**src/rtl/sqrt_unit.sv**
```systemverilog
// rtl/sqrt_unit.sv - integer square root, restoring digit-by-digit, valid/ready handshakes
//
// Computes root_o = floor(sqrt(X)) and rem_o = X - root_o^2 for an unsigned
// WIDTH-bit operand. UNROLL root bits are resolved per CALC cycle, so the
// calculation takes NCYC = (WIDTH/2)/UNROLL cycles. An operand of zero skips
// CALC entirely and goes straight to DONE with a zero result.
//
// Ports:
//   clk_i        in   clock, all state on rising edge
//   rst_i        in   asynchronous active-high reset
//   in_valid_i   in   operand valid
//   in_ready_o   out  unit can accept an operand (IDLE only)
//   dt_i         in   operand X, unsigned, WIDTH bits
//   out_valid_o  out  result valid (DONE only)
//   out_ready_i  in   consumer accepts result
//   root_o       out  floor(sqrt(X)), WIDTH/2 bits
//   rem_o        out  X - root_o^2, WIDTH/2+1 bits
//   busy_o       out  high in CALC or DONE

module sqrt_unit #(
    parameter int WIDTH  = 16,
    parameter int UNROLL = 1
) (
    input  logic                 clk_i,
    input  logic                 rst_i,
    input  logic                 in_valid_i,
    output logic                 in_ready_o,
    input  logic [WIDTH-1:0]     dt_i,
    output logic                 out_valid_o,
    input  logic                 out_ready_i,
    output logic [WIDTH/2-1:0]   root_o,
    output logic [WIDTH/2:0]     rem_o,
    output logic                 busy_o
);

    localparam int RW   = WIDTH / 2;
    localparam int NCYC = RW / UNROLL;
    localparam int CW   = (NCYC > 1) ? $clog2(NCYC) : 1;

    localparam logic [1:0] ST_IDLE = 2'd0;
    localparam logic [1:0] ST_CALC = 2'd1;
    localparam logic [1:0] ST_DONE = 2'd2;

    logic [1:0]       state_q, state_d;
    logic [WIDTH-1:0] x_q,     x_d;
    logic [RW-1:0]    root_q,  root_d;
    logic [RW+1:0]    rem_q,   rem_d;
    logic [CW-1:0]    cnt_q,   cnt_d;

    // Outcome of UNROLL chained restoring steps starting from the current regs.
    logic [WIDTH-1:0] x_w;
    logic [RW-1:0]    root_w;
    logic [RW+1:0]    rem_w;
    logic [RW+1:0]    r_try;
    logic [RW+1:0]    t_try;

    // The remainder never exceeds 2*root, so its top bit is always zero at
    // the output; it only exists to give the trial subtraction headroom.
    logic             unused_rem_msb;
    assign unused_rem_msb = rem_q[RW+1];

    always_comb begin
        x_w    = x_q;
        root_w = root_q;
        rem_w  = rem_q;
        r_try  = '0;
        t_try  = '0;
        for (int i = 0; i < UNROLL; i++) begin
            // Before any step the partial remainder is below 2^RW, so taking
            // its low RW bits and appending the next operand digit pair is a
            // lossless (rem << 2) | digits.
            r_try = {rem_w[RW-1:0], x_w[WIDTH-1:WIDTH-2]};
            t_try = {root_w, 2'b01};
            if (r_try >= t_try) begin
                rem_w  = r_try - t_try;
                root_w = {root_w[RW-2:0], 1'b1};
            end else begin
                rem_w  = r_try;
                root_w = {root_w[RW-2:0], 1'b0};
            end
            x_w = {x_w[WIDTH-3:0], 2'b00};
        end
    end

    always_comb begin
        state_d = state_q;
        x_d     = x_q;
        root_d  = root_q;
        rem_d   = rem_q;
        cnt_d   = cnt_q;
        case (state_q)
            ST_IDLE: begin
                if (in_valid_i) begin
                    x_d    = dt_i;
                    root_d = '0;
                    rem_d  = '0;
                    cnt_d  = CW'(NCYC - 1);
                    if (dt_i == '0) begin
                        state_d = ST_DONE;
                    end else begin
                        state_d = ST_CALC;
                    end
                end
            end
            ST_CALC: begin
                x_d    = x_w;
                root_d = root_w;
                rem_d  = rem_w;
                if (cnt_q == '0) begin
                    state_d = ST_DONE;
                end else begin
                    cnt_d = cnt_q - 1'b1;
                end
            end
            ST_DONE: begin
                if (out_ready_i) begin
                    state_d = ST_IDLE;
                end
            end
            default: begin
                state_d = ST_IDLE;
            end
        endcase
    end

    always_ff @(posedge clk_i or posedge rst_i) begin
        if (rst_i) begin
            state_q <= ST_IDLE;
            x_q     <= '0;
            root_q  <= '0;
            rem_q   <= '0;
            cnt_q   <= '0;
        end else begin
            state_q <= state_d;
            x_q     <= x_d;
            root_q  <= root_d;
            rem_q   <= rem_d;
            cnt_q   <= cnt_d;
        end
    end

    assign in_ready_o  = (state_q == ST_IDLE);
    assign out_valid_o = (state_q == ST_DONE);
    assign busy_o      = (state_q != ST_IDLE);
    assign root_o      = root_q;
    assign rem_o       = rem_q[RW:0];

endmodule

```
**config.mk**
```make
export PLATFORM = sky130hd
export DESIGN_NAME = sqrt_unit
export DESIGN_NICKNAME = d
export VERILOG_FILES = /design/src/rtl/sqrt_unit.sv
export SDC_FILE = /design/constraint.sdc
export NUM_CORES = 1
export LEC_CHECK = 0
export CAP_MARGIN = 20
export CORE_ASPECT_RATIO = 1.75
export CORE_MARGIN = 1
export CORE_UTILIZATION = 59
export CTS_BUF_LIST = sky130_fd_sc_hd__clkbuf_8
export CTS_CLUSTER_SIZE = 28
export DETAILED_ROUTE_END_ITERATION = 16
export GPL_TIMING_DRIVEN = 0
export PLACE_DENSITY = 0.88
export SLEW_MARGIN = 10
export SYNTH_ARGS = -nofsm -noshare
export SYNTH_HDL_FRONTEND = slang
export SYNTH_SLANG_ARGS = --single-unit
```
**constraint.sdc**
```tcl
create_clock -name clk_i -period 3.8 [get_ports clk_i]
set_clock_uncertainty 0.05 [all_clocks]
set_input_delay 0.76 -clock clk_i [delete_from_list [all_inputs] [get_ports clk_i]]
set_output_delay 0.76 -clock clk_i [all_outputs]
set_load 0.01 [all_outputs]
```
# Word-level counts from Yosys, hierarchy flattened
# Index checks and enable logic that the tools add are counted.
# word_totals
mem_bits_ro,0
word_cells,38
ramBits,0
latch_bits,0
n_memories,0
inputBits,20
reg_bits,38
# op_classes
order_cmp,1
n_bitwise,0
n_mux,16
n_reduce_logical,8
add_sub_neg,2
n_div,0
shifts,0
mul,0
eq_ne,6
# ops
op,count
16-bit one-hot mux with 2 select lines,1
9-bit 2-to-1 mux,2
9-bit one-hot mux with 2 select lines,1
16-bit zero test,1
16-bit 2-to-1 mux,1
8-bit one-hot mux with 2 select lines,1
10-bit >= comparator,1
9-bit subtractor,1
2-bit 2-to-1 mux,4
8-bit 2-to-1 mux,1
3-bit 2-to-1 mux,2
"2-bit inequality test, second input constant",3
2-bit one-hot mux with 3 select lines,1
3-bit one-hot mux with 2 select lines,1
3-bit AND reduction,2
2-bit nonzero test,2
3-bit zero test,1
"3-bit by 1-bit subtractor with 3-bit output, second input constant",1
"2-bit by 1-bit == test with 1-bit output, second input constant",1
"2-bit == test, second input constant",1
2-bit zero test,1
"2-bit by 1-bit inequality test with 1-bit output, second input constant",1
2-bit AND reduction,1
1-bit 2-to-1 mux,1

# Longest topological paths before layout
# Gate-level depths: netlist of run 1.
# depth
ltp_word,4
ltp_mapped,9

# Worst setup path after synthesis of run 1
# Ideal clock, no wire load.
# synth_timing
path_kind,flip-flop to flip-flop
start,"register root_q[3], in the netlist root_o[3]"
end,register rem_q[2]
synth_period_minus_slack_ns,2.012
stages_incl_launch_ff,9
path_buffers,1
path_slack_ns,1.788
arrival_time_ns,1.830
cell_sequence,dfrtp_1 inv_1 ha_1 a21oi_4 o211ai_2 a21oi_4 buf_6 mux2i_1 o21ai_1
# synth_via
elab_chain_cells,3
# synth_lines
item,line,source
start: declaration,46,"logic [RW-1:0] root_q, root_d;"
start signal: assignment,136,root_q <= root_d;
10-bit >= comparator,74,if (r_try >= t_try) begin
9-bit 2-to-1 mux,74,
9-bit one-hot mux with 2 select lines,91,case (state_q)
end signal: assignment,137,rem_q <= rem_d;
end: declaration,47,"logic [RW+1:0] rem_q, rem_d;"
# Every way passes these cells.
# A chain may end at the register's enable or synchronous reset.

# Worst setup path after layout of run 1
# layout_timing
start,register state_q[1]
end,output port in_ready_o
# layout_via
elab_chain_cells,1
# layout_lines
item,line,source
start: declaration,44,"logic [1:0] state_q, state_d;"
start signal: assignment,134,state_q <= state_d;
2-bit zero test,142,assign in_ready_o = (state_q == ST_IDLE);
end: declaration,27,"output logic in_ready_o,"
# Every way passes these cells.

==> summary by stage, run 1 <==
Run status
The flow ran to the end, and the final reports show no timing, DRC or antenna violations.

Floorplan
The area enclosed by the die boundary is 4050 µm². After floorplanning, the core was sized to cover 3630 µm². In this run the core area contains 29 standard-cell rows. For this configuration, the core starts out at a cell density of 61.7%. In this run the horizontal extent of the chip is 48.6 µm. The y dimension of the die is 83.5 µm. For this design the top-level I/O count stands at 40.

CTS
The clock tree from TritonCTS is done. The number of clock sinks is 38. Buffers inserted during clock tree synthesis total 5. The clock transition at the registers of the reported paths is 0.07 ns. The root buffer cell chosen for the clock tree is sky130_fd_sc_hd__clkbuf_8. The count of hold buffers inserted by post-cts repair is 0. The setup fix buffers added after clock tree synthesis is 0.

Once the clock tree was built, the resizer swapped 0 gates to a different size. The clock insertion delay at the later pin of the skew report is 0.30 ns. The buffer levels on the longest clock path is 2. The number of H-tree levels is 2.

Run
The number of violations of the max-capacitance limit is 0.

Yosys
During synthesis, Yosys emitted a total of 0 warnings. The number of distinct standard cells referenced by the synthesized netlist is 46. A synthesized cell averages 8.81 µm². The area of the mapped netlist is 2240 µm². The number of flops mapped to enable cells by yosys is 0. In the synthesized netlist, the number of instances is 254.

The flip-flop cell with the highest count after synthesis is sky130_fd_sc_hd__dfrtp_1. In the synthesized netlist the async set-or-reset flop fraction comes to 100%. The fraction of synthesized cell area taken by the top area cell type is 42.5%.

The number of synthesized register bits is 38. By area the synthesized netlist is led by sky130_fd_sc_hd__dfrtp_1 (43%), sky130_fd_sc_hd__nand2_1 (7.4%), sky130_fd_sc_hd__ha_1 (6.7%), sky130_fd_sc_hd__a31oi_1 (3.9%), sky130_fd_sc_hd__inv_1 (3.5%). The biggest area consumer among synthesized cells is sky130_fd_sc_hd__dfrtp_1. The net count after synthesis is 286.

Of the synthesized area, sequential elements account for 42.5%.

Timing
The final cycle utilization of the critical path is 69.9%. In the final timing run, aggregate negative setup slack is 0 ns. Measured against its own limit, the worst slew margin works out to 47.6%. The pin slew with the least headroom to its limit is 0.784 ns.

Setup repair after global routing left no endpoint under its margin. The final-report hold violation count is 0. The final period demand of the worst path is 2.66 ns. The peak clock frequency supported by timing is 376 MHz. The number of failing setup endpoints in the final timing report is 0. The number of pins exceeding their max-slew limit in the final report came to 0.

Drt
For this run, the detailed router's first-pass iteration total came to 4. The via density per instance is 6.05. The detail route stage leaves a number of antenna-violating nets equal to 0. In the routed design, unresolved DRC markers number 0. The routed length per instance is 16.3 µm. The wire length reported by the detailed router is 5.64 mm. The violation count after the first detailed-routing iteration is 70.

The final route contains 2100 vias.

Critical path
Data arrives at the worst endpoint at 1.85 ns. STA classifies the critical path endpoint as a primary output. Of all nets on the critical path, the largest fanout is 10. The data required time of the critical path is 2.99 ns. The worst setup slack for register-to-register paths is 1.51 ns.

The category of the worst setup path launch point is a flop. The type of the worst setup path is reg -> out. Counting cells, the worst reg-to-reg path comes to 8.

Placed design
The routability-driven placement congestion ratio is 0.831. The count of buffers added on input and output ports is 39. The estimated wirelength of the detail-placed design is 4.06 mm.

Pwr
The worst-case vdd ir drop is 0.688 mV. The static leakage power is 1.23 nW. For this design the ratio of total power to cell area is 999 nW/µm².

GRT
The number of antenna violations at the first check in global routing is 0. The overflow left after global routing is 0. Global routing used 29.5% of the available tracks.

Entering global routing, the biggest net connects 39 pins. The via count of the first global-routing pass is 2054. The wire length of the first global-routing pass is 9.10 mm.

Hold path
The worst hold path was traced through 2 stages. The tightest min-delay check is of the reg -> reg type.

Finish
The number of antenna diodes is 0. For this run, the share of the core covered by cells in the final layout is 77.9%. The area overhead of the layout relative to synthesis is 26.4%. Fill cells in the final layout number 251. Of the cells placed in the final design, the portion with a size suffix greater than 1 is 7.97%.

After the last flow step, the layout net total stands at 332.
[final timing paths]
kind | startpoint | end
min in group asynchronous | rst_i | rem_q[6]
max in group asynchronous | rst_i | x_q[11]
worst max register to register | root_o[3] | rem_q[2]
worst min register to register | x_q[0] | x_q[0]
worst min-delay path | x_q[0] | x_q[0]
worst max-delay path | state_q[1] | in_ready_o
[sequential cells by signal, indices dropped and copies added, names as in the netlist]
signal and cells:
rem_q 9, x_q 16, state_q 2, root_o 8, cnt_q 3
[worst max-delay path, stage by stage, from the launching register on]
cell and delay, ns:
sky130_fd_sc_hd__dfrtp_1 0.39, sky130_fd_sc_hd__clkbuf_1 0.22, sky130_fd_sc_hd__or2_2 0.37, sky130_fd_sc_hd__inv_1 0.06, sky130_fd_sc_hd__clkdlybuf4s50_1 0.52
[cell usage after synthesis (6+ instances only)]
| cell | n |
|---|---|
| sky130_fd_sc_hd__nand2_1 | 44 |
| sky130_fd_sc_hd__dfrtp_1 | 38 |
| sky130_fd_sc_hd__inv_1 | 21 |
| sky130_fd_sc_hd__nor2_1 | 20 |
| sky130_fd_sc_hd__a31oi_1 | 14 |
| sky130_fd_sc_hd__ha_1 | 12 |
| sky130_fd_sc_hd__o22ai_1 | 10 |
| sky130_fd_sc_hd__clkbuf_1 | 9 |
| sky130_fd_sc_hd__o21ai_0 | 8 |
| sky130_fd_sc_hd__a21oi_1 | 7 |
| sky130_fd_sc_hd__nor2b_1 | 7 |
| sky130_fd_sc_hd__o21ai_1 | 6 |
[stage by stage]
stage | instance area (µm²) | power (mW) | hold WS [ns] | setup WS, ns | instances
2_1_floorplan | 2240 | 1.89 | 0.417 | 1.79 | 254
3_3_place_gp | 2690 | 2.30 | 0.451 | 1.31 | 339
3_5_place_dp | 2690 | 2.36 | 0.459 | 1.27 | 339
4_1_cts | 2830 | 2.81 | 0.480 | 1.14 | 347
5_1_grt | 2830 | 2.99 | 0.520 | 1.09 | 347
6_report | 2830 | 2.83 | 0.479 | 1.14 | 347
[cells by family (layout without fill, tap and decap cells)]
| group | Yosys count | in the layout | synth area share (%) |
|---|---|---|---|
| buf+inv | 34 | 81 | 6.15 |
| simple gates | 91 | 91 | 18.2 |
| mux | 5 | 5 | 2.46 |
| compound gates | 69 | 69 | 22.0 |
| flops | 38 | 38 | 42.5 |
| xor+xnor | 5 | 5 | 1.96 |
| fa+ha+maj | 12 | 12 | 6.71 |
[report_power, final]
group          switching, mW  leakage, nW  internal (mW)  total [mW]
Sequential             0.119        0.467          0.575       0.694
Combinational          0.969        0.692          0.735        1.70
Clock                  0.147       0.0714          0.280       0.427
Total                   1.24         1.23           1.59        2.83
[final cells by class]
type,instances,area (µm²),share of cell area [%]
plain buffers,13,58.8,2.08
clock buffers,6,82.6,2.92
clock inverters,2,60.1,2.12
inverters,21,78.8,2.79
multi-input cells,182,1150,40.6
flip-flops and latches,38,951,33.6
well taps,46,57.6,2.04
repair buffers,39,390,13.8
[layer usage]
metal / GRT usage [%] / share of wire [%] / vias up
li1: - / - / 982
met1: 30.9 / 39 / 1019
met2: 54.9 / 55 / 78
met3: 4.19 / 3.3 / 21
met4: 16.0 / 3.4 / 0
met5: 0 / 0 / -
[cells in the final DEF (no fill, tap or decap), types with 3 or more instances in the layout]
cell	n
sky130_fd_sc_hd__nor4_1	4
sky130_fd_sc_hd__ha_1	12
sky130_fd_sc_hd__clkbuf_8	6
sky130_fd_sc_hd__o21ai_1	6
sky130_fd_sc_hd__dfrtp_1	38
sky130_fd_sc_hd__nand2_1	44
sky130_fd_sc_hd__nor2_1	20
sky130_fd_sc_hd__clkbuf_1	9
sky130_fd_sc_hd__inv_1	20
sky130_fd_sc_hd__nand2b_1	3
sky130_fd_sc_hd__mux2i_1	4
sky130_fd_sc_hd__nor2b_1	7
sky130_fd_sc_hd__clkdlybuf4s50_1	39
sky130_fd_sc_hd__a21oi_1	7
sky130_fd_sc_hd__o21ai_0	8
sky130_fd_sc_hd__o22ai_1	10
sky130_fd_sc_hd__a31oi_1	14
sky130_fd_sc_hd__a32oi_1	3
sky130_fd_sc_hd__xnor2_1	3
sky130_fd_sc_hd__a22oi_1	4
Power figures use the tool's default switching activity.
==> inputs of run 2 (changes only) <==
--- a/config.mk
+++ b/config.mk
@@ -8,12 +8,12 @@
 export CAP_MARGIN = 20
 export CORE_ASPECT_RATIO = 1.75
 export CORE_MARGIN = 1
-export CORE_UTILIZATION = 59
+export CORE_UTILIZATION = 49
 export CTS_BUF_LIST = sky130_fd_sc_hd__clkbuf_8
 export CTS_CLUSTER_SIZE = 28
 export DETAILED_ROUTE_END_ITERATION = 16
 export GPL_TIMING_DRIVEN = 0
-export PLACE_DENSITY = 0.88
+export PLACE_DENSITY = 0.78
 export SLEW_MARGIN = 10
 export SYNTH_ARGS = -nofsm -noshare
 export SYNTH_HDL_FRONTEND = slang
==> constraint.sdc (replaced) <==
create_clock -name clk_i -period 2.35 [get_ports clk_i]
set_clock_uncertainty 0.05 [all_clocks]
set_input_delay 0.47 -clock clk_i [delete_from_list [all_inputs] [get_ports clk_i]]
set_output_delay 0.47 -clock clk_i [all_outputs]
set_load 0.01 [all_outputs]
==> run 2 against run 1 <==
Compared with the run above:
- count of clock-buffer cells in the layout unchanged
- combinational power rose by 68%
- routed wire length is 3.3% lower
- total power increased by 57%
- critical path depth rose by 4
- flip-flop and latch count unchanged
- critical path type is now reg -> reg
- largest cell class unchanged
==> summary by stage, run 2 (synthesized netlist as in run 1, its figures left out) <==
Drt
In the routed layout, each cell is associated on average with a via count of 5.71. The detail route stage leaves a number of antenna-violating nets equal to 0. The routed length per instance is 15.4 µm. The post-route DRC violation count is 0. The first routing iteration left 76 violations. Wires add up to 5.45 mm. The first TritonRoute pass finished after 5 iterations. The total number of vias is 2015.

Placed design
The estimated wirelength of the detail-placed design is 4.03 mm. During placement, the flow inserted port buffers numbering 39. At the placement stage, the worst setup path has a slack of 0.0916 ns. At the end of routability-driven placement, the weighted congestion stood at 0.848.

CTS
For the worst-skew pair, the clock arrives at the later sink with an insertion delay of 0.29 ns. Counting along the longest clock path gives a buffer depth of 2. The number of clock buffers added by TritonCTS is 5.

The clock transition at the registers of the reported paths is 0.08 ns. The clock tree from TritonCTS is done. In this run the clock root is driven by a sky130_fd_sc_hd__clkbuf_8. The number of H-tree levels is 2.

The number of clock sinks is 38.

Pwr
The worst-case IR drop observed on VDD is 1.07 mV. Power spread over the standard cell area amounts to 1580 nW/µm². For this design the static power due to leakage is 1.23 nW.

Timing
Setup slack on the critical path of the routed design comes to 0.112 ns. The final worst hold slack is 0.470 ns. At the pin with the least slew margin, the transition time is 0.785 ns. The number of pins exceeding their max-slew limit in the final report was 0. Measured against its own limit, the worst slew margin works out to 47.6%. The final period demand of the worst path is 2.24 ns. Setup repair after global routing left no endpoint under its margin. The final total negative setup slack is 0 ns. The final-report hold violation count was 0. The number of failing setup endpoints in the final timing report is 0. Based on the critical path, the design can be clocked at up to 447 MHz.

The final cycle utilization of the critical path is 95.2%.

Floorplan
From left edge to right edge, the die measures 53.1 µm. The initial utilization of the core area, before any placement, comes to 50.8%. The floorplan row count is 32. The die is 91.4 µm tall.

The floorplan step defined a die boundary enclosing 4850 µm². The core region is 4400 µm². The top-level I/O count is 40.

Finish
Leaving out fill and tap cells, the most frequent cell in the layout is sky130_fd_sc_hd__nand2_1. The register with the most flip-flops in the layout has 16 of them. Once layout is complete, the utilization of the core stands at 63.8%. The proportion of layout cells with a drive suffix above 1 is 8.28%. From synthesis to final layout, the design area changed by 25.7%. The largest register by flop count is x_q. The number of nets in the layout is 333. In the layout the commonest cells are sky130_fd_sc_hd__nand2_1 (44), sky130_fd_sc_hd__dfrtp_1 (38), sky130_fd_sc_hd__clkdlybuf4s50_1 (38), sky130_fd_sc_hd__inv_1 (21), sky130_fd_sc_hd__nor2_1 (20). The repair_antennas step left the layout with diodes totalling 0.

Critical path
Of all nets on the critical path, the largest fanout is 8. The setup path with the least slack is of type reg -> reg. The data required time of the critical path is 2.52 ns. The category of the worst setup path launch point is a flop.

The worst setup path is captured at a flop. Setup slack on the worst reg-to-reg path comes out at 0.11 ns. The data arrival time at the worst-slack endpoint is 2.41 ns.

GRT
The overflow left after global routing is 0. The first global-routing pass estimated 9.02 mm of wire. The maximum number of pins on one net before global-route repair is 39. The layer with the highest usage is met2. The global-route met3 utilization is 3.35%. The met2 usage is 43.8%. The number of antenna violations at the first check in global routing is 0. The via count of the first global-routing pass came to 1939.

The overall global routing resource usage is 25.4%. For this run, global-route usage on met1 was measured as 30.5%.

Run status
The run finished with clean final reports.

Hold path
The worst hold path belongs to the class reg -> reg.

Run
The number of violations of the max-capacitance limit is 0.
## run 2: cell type report
type	instances	area, µm²
multi-input combinational	182	1150
tap	51	63.8
sequential	38	951
clock inverter	2	8.76
timing repair buffer	41	420
clock buffer	6	82.6
buffer	12	57.6
inverter	21	78.8
fill	396	1590
## run 2: final timing paths
| path | start | cells past startpoint | to |
|---|---|---|---|
| max | root_o[3] | 8 | rem_q[1] |
| min | x_q[1] | 2 | x_q[1] |
| max reg2reg | root_o[3] | 8 | rem_q[1] |
| min reg2reg | x_q[1] | 2 | x_q[1] |
| max in group asynchronous | rst_i | 2 | state_q[0] |
| min in group asynchronous | rst_i | 2 | cnt_q[0] |
## run 2: metrics by stage
stage                     instance area, µm²  power, mW  instances
after CTS                               2780       4.30        351
after global placement                  2690       3.76        344
after global routing                    2810       4.79        353
final                                   2810       4.44        353
after floorplan                         2240       3.06        254
after detailed placement                2690       3.82        344
## run 2: what timing repair did
action | CTS | global route
hold buffers | 0 | 0
resized for setup | 0 | 3
setup buffers | 0 | 2
endpoints found under the setup margin | 1 | 3
gates cloned | 0 | 0
## run 2: worst max-delay path, cell delays in order, from the launching register on
cell	delay (ns)
sky130_fd_sc_hd__dfrtp_1	0.38
sky130_fd_sc_hd__inv_1	0.14
sky130_fd_sc_hd__ha_1	0.33
sky130_fd_sc_hd__a21oi_4	0.29
sky130_fd_sc_hd__o211ai_2	0.17
sky130_fd_sc_hd__a21oi_4	0.27
sky130_fd_sc_hd__buf_12	0.15
sky130_fd_sc_hd__mux2_4	0.30
sky130_fd_sc_hd__o21ai_2	0.11
## run 2: where the power goes
part	switching [mW]	internal [mW]	total, mW	leakage, nW
combinational	1.55	1.30	2.85	0.715
clock	0.230	0.232	0.462	0.0524
sequential	0.202	0.929	1.13	0.467
total	1.98	2.46	4.44	1.23
## run 2: routing by layer
layer | wire, µm | vias to the layer above
met3 | 160 | 6
met2 | 2980 | 61
met4 | 88 | 0
li1 | - | 986
met1 | 2220 | 962
met5 | 0 | -
